<file path="config.mk">
export PLATFORM = sky130hd
export DESIGN_NAME = l1_l2_arbiter
export DESIGN_NICKNAME = d
export VERILOG_FILES = /design/src/rtl/l1_l2_arbiter_pkg.sv /design/src/rtl/l1_l2_arbiter_select.sv /design/src/rtl/l1_l2_arbiter.sv
export SDC_FILE = /design/constraint.sdc
export NUM_CORES = 1
export LEC_CHECK = 0
export ABC_CLOCK_PERIOD_IN_PS = 1950
export CAP_MARGIN = 20
export CORE_AREA = 2 2 533 535
export CTS_CLUSTER_SIZE = 14
export DETAILED_ROUTE_END_ITERATION = 7
export DIE_AREA = 0 0 535 537
export GPL_ROUTABILITY_DRIVEN = 1
export GPL_TIMING_DRIVEN = 1
export HOLD_SLACK_MARGIN = 0.12
export PLACE_DENSITY_LB_ADDON = 0.12
export SYNTH_ARGS = -nofsm -noshare
export SYNTH_HDL_FRONTEND = slang
export SYNTH_SLANG_ARGS = --single-unit
</file>
<file path="constraint.sdc">
create_clock -name clk -period 1.95 [get_ports clk]
set_input_delay 0.39 -clock clk [delete_from_list [all_inputs] [get_ports clk]]
set_output_delay 0.39 -clock clk [all_outputs]
set_load 0.1 [all_outputs]
</file>
<file path="src/rtl/l1_l2_arbiter_pkg.sv">
// Shared types for the L1 -> L2 port arbiter.
package l1_l2_arbiter_pkg;

    localparam int LINE_WIDTH = 256;

    typedef enum logic [1:0] {
        IDLE,
        GRANT_I,
        GRANT_D,
        DONE
    } arb_state_t;

    typedef enum logic {
        OWN_I,
        OWN_D
    } arb_owner_t;

    typedef enum logic {
        XFER_READ,
        XFER_WRITE
    } arb_type_t;

    function automatic logic [3:0] streak_inc(input logic [3:0] s);
        return (s == 4'hF) ? s : s + 4'd1;
    endfunction

endpackage

</file>
<file path="src/rtl/l1_l2_arbiter_select.sv">
// Winner pick between icache and dcache.
// dcache wins unless its streak has starved a waiting icache.
module l1_arb_select
    import l1_l2_arbiter_pkg::*;
#(
    parameter int MAX_D_STREAK = 4
) (
    input  logic       i_req,
    input  logic       d_req,
    input  logic [3:0] streak,
    output logic       grant_i,
    output logic       grant_d
);

    logic force_i;

    always_comb begin
        force_i = i_req && (streak == 4'(MAX_D_STREAK));
        grant_i = i_req && (!d_req || force_i);
        grant_d = d_req && !grant_i;
    end

endmodule

</file>
<file path="src/rtl/l1_l2_arbiter.sv">
// Single-outstanding arbiter sharing the L2 port between icache and dcache.
// Optional perf counters enabled by L1_L2_ARB_PERF_EN.
module l1_l2_arbiter
    import l1_l2_arbiter_pkg::*;
#(
    parameter int MAX_D_STREAK = 4
) (
    input  logic                  clk,
    input  logic                  reset,
    input  logic                  icache_read,
    input  logic [31:0]           icache_addr,
    output logic [LINE_WIDTH-1:0] icache_rdata,
    output logic                  icache_resp,
    input  logic                  dcache_read,
    input  logic                  dcache_write,
    input  logic [31:0]           dcache_addr,
    input  logic [LINE_WIDTH-1:0] dcache_wdata,
    output logic [LINE_WIDTH-1:0] dcache_rdata,
    output logic                  dcache_resp,
    output logic                  l2_read,
    output logic                  l2_write,
    output logic [31:0]           l2_address,
    output logic [LINE_WIDTH-1:0] l2_wdata,
    input  logic [LINE_WIDTH-1:0] l2_rdata,
    input  logic                  l2_resp
`ifdef L1_L2_ARB_PERF_EN
    ,
    output logic [31:0]           arb_i_grants,
    output logic [31:0]           arb_d_grants,
    output logic [31:0]           arb_stall_cycles
`endif
);

    arb_state_t            state_q, state_d;
    arb_owner_t            owner_q, owner_d;
    arb_type_t             type_q, type_d;
    logic [31:0]           addr_q, addr_d;
    logic [LINE_WIDTH-1:0] wdata_q, wdata_d;
    logic [LINE_WIDTH-1:0] rdata_q, rdata_d;
    logic [3:0]            streak_q, streak_d;

    logic d_req;
    logic grant_i;
    logic grant_d;
    logic busy;

    assign d_req = dcache_read | dcache_write;

    l1_arb_select #(
        .MAX_D_STREAK(MAX_D_STREAK)
    ) u_select (
        .i_req  (icache_read),
        .d_req  (d_req),
        .streak (streak_q),
        .grant_i(grant_i),
        .grant_d(grant_d)
    );

    always_comb begin
        state_d  = state_q;
        owner_d  = owner_q;
        type_d   = type_q;
        addr_d   = addr_q;
        wdata_d  = wdata_q;
        rdata_d  = rdata_q;
        streak_d = streak_q;
        unique case (state_q)
            IDLE: begin
                if (grant_i) begin
                    state_d  = GRANT_I;
                    owner_d  = OWN_I;
                    type_d   = XFER_READ;
                    addr_d   = icache_addr;
                    streak_d = 4'd0;
                end else if (grant_d) begin
                    state_d  = GRANT_D;
                    owner_d  = OWN_D;
                    type_d   = dcache_write ? XFER_WRITE : XFER_READ;
                    addr_d   = dcache_addr;
                    wdata_d  = dcache_wdata;
                    streak_d = icache_read ? streak_inc(streak_q) : 4'd0;
                end
            end
            GRANT_I, GRANT_D: begin
                if (l2_resp) begin
                    if (type_q == XFER_READ) begin
                        rdata_d = l2_rdata;
                    end
                    state_d = DONE;
                end
            end
            DONE: begin
                state_d = IDLE;
            end
            default: begin
                state_d = IDLE;
            end
        endcase
    end

    always_comb begin
        busy         = (state_q == GRANT_I) || (state_q == GRANT_D);
        l2_read      = busy && (type_q == XFER_READ);
        l2_write     = busy && (type_q == XFER_WRITE);
        l2_address   = addr_q;
        l2_wdata     = wdata_q;
        icache_resp  = (state_q == DONE) && (owner_q == OWN_I);
        dcache_resp  = (state_q == DONE) && (owner_q == OWN_D);
        icache_rdata = rdata_q;
        dcache_rdata = rdata_q;
    end

    always_ff @(posedge clk) begin
        if (reset) begin
            state_q  <= IDLE;
            owner_q  <= OWN_I;
            type_q   <= XFER_READ;
            addr_q   <= '0;
            wdata_q  <= '0;
            rdata_q  <= '0;
            streak_q <= '0;
        end else begin
            state_q  <= state_d;
            owner_q  <= owner_d;
            type_q   <= type_d;
            addr_q   <= addr_d;
            wdata_q  <= wdata_d;
            rdata_q  <= rdata_d;
            streak_q <= streak_d;
        end
    end

`ifdef L1_L2_ARB_PERF_EN
    logic [31:0] i_grants_q, i_grants_d;
    logic [31:0] d_grants_q, d_grants_d;
    logic [31:0] stall_q, stall_d;
    logic        own_i;
    logic        own_d;

    // A requester is served from its grant until its resp cycle.
    always_comb begin
        own_i      = (state_q != IDLE) && (owner_q == OWN_I);
        own_d      = (state_q != IDLE) && (owner_q == OWN_D);
        i_grants_d = i_grants_q;
        d_grants_d = d_grants_q;
        stall_d    = stall_q;
        if (state_q == IDLE && grant_i) begin
            i_grants_d = i_grants_q + 32'd1;
        end
        if (state_q == IDLE && grant_d) begin
            d_grants_d = d_grants_q + 32'd1;
        end
        if ((icache_read && !own_i) || (d_req && !own_d)) begin
            stall_d = stall_q + 32'd1;
        end
    end

    always_ff @(posedge clk) begin
        if (reset) begin
            i_grants_q <= '0;
            d_grants_q <= '0;
            stall_q    <= '0;
        end else begin
            i_grants_q <= i_grants_d;
            d_grants_q <= d_grants_d;
            stall_q    <= stall_d;
        end
    end

    assign arb_i_grants     = i_grants_q;
    assign arb_d_grants     = d_grants_q;
    assign arb_stall_cycles = stall_q;
`endif

endmodule

</file>
**Yosys cells after proc, flatten, opt, wreduce, memory -nomap -nowiden**

Index checks and enable logic that the tools add are counted.

- Flip-flop bits (word level): 552
- Bits in latches: 0
- RAM bits: 0
- ROM bits: 0
- Input bits: 582
- Output and inout bits: 804
- Logic and storage cells: 54
- Memories: 0

- Add/subtract/negate cells: 1
- $mul: 0
- Div/mod/pow operators: 0
- Magnitude comparators: 0
- Eq/ne operators: 8
- Shift-type cells: 0
- Multiplexer cells: 15
- Bitwise gates (word level): 4
- Reduce and logical (&&, ||, !) cells: 19

Operator list:

| operator | count |
|---|---|
| $mux 32 | 2 |
| $mux 4 | 4 |
| $reduce_and 3->1 | 3 |
| $logic_and 1x1->1 | 7 |
| $mux 2 | 3 |
| $ne 3x3->1 const B | 2 |
| $pmux 2 s3 | 1 |
| $mux 1 | 5 |
| $add 4x1->4 const B | 1 |
| $eq 2x2->1 const B | 2 |
| $eq 4x3->1 const B | 1 |
| $eq 4x4->1 const B | 1 |
| $reduce_and 2->1 | 2 |
| $not 1->1 | 3 |
| $eq 2x1->1 const B | 1 |
| $logic_not 1->1 | 2 |
| $logic_not 2->1 | 1 |
| $logic_or 1x1->1 | 2 |
| $ne 2x2->1 const B | 1 |
| $reduce_bool 2->1 | 1 |
| $reduce_or 2->1 | 1 |
| $or 1x1->1 | 1 |

**Logic depth before layout (Yosys ltp)**

- Depth in word-level cells: 9
- Depth in mapped cells: 8

**By module**

A second synthesis with hierarchy kept.

- Cell total of the unflattened synthesis: 2,680
- Area, all modules: 21,275.4 um2

By module, submodules not included:

| module | times used | cells each | area an instance (um2) |
|---|---|---|---|
| l1_l2_arbiter | 1 | 2,676 | 21,249.1 |
| l1_arb_select | 1 | 4 | 26.3 |

**Least setup slack after synthesis**

No wires, ideal clock.

- Kind: register -> output
- Start: register state_q[0]
- End: output port l2_read
- Arrival time: 2,067 ps
- Required time: 1,560 ps
- Slack: -507 ps
- Stages on the path, launching flop included: 4
- Buffers on the path: 0
- Path through: dfxtp_1 inv_1 ha_1 nor2b_1

- Cells in the longest elaborated chain, start to end: 3

RTL lines:

| item | line | RTL |
|---|---|---|
| start, declared | l1_l2_arbiter.sv:34 | `arb_state_t state_q, state_d;` |
| start signal, assigned | l1_l2_arbiter.sv:123 | `state_q <= state_d;` |
| $eq 2x1->1 / $eq 2x2->1 (equally long branches) | l1_l2_arbiter.sv:102 | `busy = (state_q == GRANT_I) \|\| (state_q == GRANT_D);` |
| $logic_or 1x1->1 (*) | l1_l2_arbiter.sv:102 |  |
| $logic_and 1x1->1 (*) | l1_l2_arbiter.sv:103 | `l2_read = busy && (type_q == XFER_READ);` |
| end, declared | l1_l2_arbiter.sv:20 | `output logic l2_read,` |

Mark *: on every way between the ends. The rest lies on a longest branch, timed or not.

**Worst setup path after layout**

- Start: register state_q[0]
- End: output port l2_write

- Cells in the longest elaborated chain, start to end: 3

RTL lines:

| item | line | RTL |
|---|---|---|
| $eq 2x1->1 / $eq 2x2->1 (equally long branches) | l1_l2_arbiter.sv:102 |  |
| $logic_or 1x1->1 (*) | l1_l2_arbiter.sv:102 |  |
| $logic_and 1x1->1 (*) | l1_l2_arbiter.sv:104 | `l2_write = busy && (type_q == XFER_WRITE);` |
| end, declared | l1_l2_arbiter.sv:21 | `output logic l2_write,` |

Marked as above.

==> metrics.md <==
| Metric | Value |
|---|---|
| Path depth of the worst reg2reg path | 8 |
| Sum Neg Setup Slack | -0.8525 ns |
| Initial antenna violation count | 100 |
| CP max stage delay | 0.33 ns |
| Fmax | 0.4527 GHz |
| Fin util | 0.1625 |
| Cell Area, Synth | 22280 um^2 |
| Top cell family by delay on the critical path | flip-flops |
| Wire per inst | 22.68 um |
| Worst Path Class, Setup | flip-flop to output port |
| Area share of the largest cell type after synthesis | 0.4959 |
| Synth Area in Adders | 0.002246 |
| Failing checks | setup timing |
| HP Class | input port to flip-flop |
| Final period utilization | 1.133 |
| CP Data Required Time | 1.56 ns |
| Vias in the first global route | 25352 |
| Post-route ant nets | 0 |
| # H-tree levels | 3 |
| FF-to-FF setup slack | 0.08 ns |
| Grt total ovfl | 0 |
| Leakage | 0.01709 uW |
| Final hold violations | 0 |
| Maximum fanout along the worst path | 3 |
| Outcome | finished, violations left |
| Synth area leaders | dfxtp_1 50%, a21oi_1 12%, buf_4 8.8%, nand2_1 8.7%, o21ai_0 6.7% |
| VDD IR max | 0.6557 mV |
| Max cap viols | 0 |
| Clock Skews | 0.03230 ns |
| Core area | 281300 um^2 |
| Mapped Cells | 2784 |
| Final HPWL DP | 144.4 mm |
| Min cycle time layout | 2.209 ns |
| Final setup vio count | 4 |
| Final nets | 4603 |
| Fillers | 31632 |
| I/O pin count | 1386 |
| Reg2reg end | dcache_rdata[191] |
| Residual DRC | 0 |
| Crit path arrival time | 1.82 ns |
| Synth top cells by count | 552 x dfxtp_1, 515 x a21oi_1, 514 x nand2_1 |
| Largest net degree at the start of global routing | 71 |
| Cts bufs inserted | 83 |
| Relative max-transition margin | 0.6959 |
| Routability congestion estimate | 0.7616 |
| Final WS setup | -0.2589 ns |
| Largest family of logic cells by synthesized area | compound AO/OA/AOI/OAI gates |
| Post-synth EDFFs | 0 |
| Worst Hold Endpoint | dcache_rdata[248] |
| DRT iter0 DRCs | 925 |
| CTS Buffer Depth | 3 |
| FF-to-FF Start | state_q[0] |
| Hold Crit Start | l2_rdata[248] |
| Clock Latency Late Sink | 0.73 ns |
| Via Count | 24988 |
| CP endpoint kind | output port |
| Sink Count | 552 |
| Total Routed Length | 178.0 mm |
| Startpoint Class | flip-flop |
| Worst-path clk slew | 0.05 ns |
| FF+latch count, synth | 552 |
| Mapped Avg Cell Area | 8.004 um^2 |
| Die X | 535 um |
| Fraction of registers with async set/reset | 0 |
| Layout cell share with drive strength beyond 1 | 0.3127 |
| Count leader, synth | dfxtp_1 |
| Die Ht | 537 um |
| RSZ-0062 raised after global routing | true |
| Via density | 3.184 |
| Row cnt | 195 |
| Initial Util | 0.07921 |
| Overall Global Routing Usage | 0.1175 |
| CP Depth | 5 |
| CTS tree | yes |
| WHS Path Cells | 3 |
| PD cells | 1866 nW/um^2 |
| Post-Synth XOR/XNOR Area | 0 |
| Primary FF master, synth | dfxtp_1 |
| Root Buffer Master | clkbuf_16 |
| Seq/Total Area, Yosys | 0.4959 |
| WP buf/inv | 3 |
| First-pass GRT wire length | 230.4 mm |
| Die ar. | 287300 um^2 |
| Slew Viols, Final | 0 |
| Worst slew pin tran | 0.4561 ns |
| Port bufs | 1385 |
| Worst path cell trace | inv_2 > ha_4 > buf_6 > and2_4 > buf_12 |
| Compound-Gate Fraction of Synth Area | 0.2013 |
| Post-Synth Simple-Gate Area | 0.1621 |
| Cell type with the largest total area after synthesis | dfxtp_1 |
| Area Growth Syn to Fin | 105.1% |
| Netlist cell types | 41 |
| Mapped Nets | 3370 |
| Synthesis Warnings | 0 |
| Multiplexer share of the synthesized area | 0.0004492 |
| DR pass1 iterations | 5 |
| Worst path slowest cell | dfxtp_2 |
-- logic make-up after synthesis --
family                   count (synthesis)
adder cells (fa/ha/maj)                  4
flip-flops                             552
AO/OA/AOI/OAI                          867
buffers and inverters                  518
AND/OR/NAND/NOR                        842
multiplexers                             1
-- how the worst max path moves through the flow --
stage,start,to
final,state_q[0],l2_write
after global routing,state_q[0],l2_write
after CTS,state_q[0],l2_write
after detailed placement,icache_read,l2_wdata[196]
after global placement,icache_read,l2_wdata[196]
after floorplan,state_q[0],l2_read
-- metal layers --
layer  part of all wire  track usage  vias to the layer above
li1                   -            -                    11742
met1               0.38       0.1258                    11714
met2               0.49       0.2055                     1154
met3              0.095      0.05051                      310
met4              0.031      0.04064                       68
met5             0.0025            0                        -
-- worst register-to-register path, cell delays in order, from the launching register on --
cell and delay [ns]:
dfxtp_2 0.33, inv_2 0.05, ha_4 0.28, buf_4 0.11, and3b_4 0.22, buf_16 0.20, buf_12 0.34, nand2_1 0.13
a21oi_1 0.13
-- power breakdown --
part	total [uW]	switching, uW	internal [uW]
Sequential	17700	3510	14200
Clock	15600	6430	9170
Combinational	52000	38200	13800
Total	85300	48200	37200
-- flip-flops by register name, indices dropped and copies added, names as in the netlist --
name,cells
streak_q,4
type_q,1
l2_address,32
dcache_rdata,256
owner_q,1
l2_wdata,256
state_q,2
-- layout by cell type, fill, tap and decap left out, drive strengths merged, types with 23 or more instances in the layout --
cell type,count
a21oi,515
buf,1007
clkbuf,130
clkdlybuf4s50,580
dfxtp,552
diode,23
dlygate4sd3,67
nand2,514
nand3,290
o21ai,305
-- final cells by class --
class / instances / area, um^2 / area share
timing repair buffer: 1661 / 18750 / 0.4101
sequential: 552 / 11210 / 0.2452
multi-input combinational: 1714 / 8237 / 0.1802
tap: 3743 / 4683 / 0.1024
clock buffer: 123 / 2427 / 0.05310
clock inverter: 26 / 337.8 / 0.007390
antenna: 23 / 57.56 / 0.001259
inverter: 5 / 18.77 / 0.0004106
-- through the flow --
| step | cell area [um^2] | hold slack (ns) | instances | power [uW] | setup WS, ns |
|---|---|---|---|---|---|
| after floorplan | 22290 | 0.4821 | 2784 | 52130 | 0.01081 |
| after detailed placement | 40930 | 0.4568 | 7593 | 69410 | -0.2949 |
| after CTS | 45290 | 0.1203 | 7812 | 86860 | -0.4148 |
| final | 45710 | 0.2263 | 7847 | 85300 | -0.2589 |
| after global routing | 45690 | 0.1570 | 7838 | 89160 | -0.3892 |
| after global placement | 40930 | 0.4469 | 7593 | 69430 | -0.3178 |
-- repair_timing --
action | CTS | global route
hold endpoints to repair | 67 | 0
cloned | 0 | 7
buffers inserted | 3 | 5
pin swaps | 1 | 1
setup endpoints to repair | 328 | 112
hold buffers | 67 | 0
gates resized for setup | 315 | 33
Note: power is estimated with default switching activity, not from simulation.
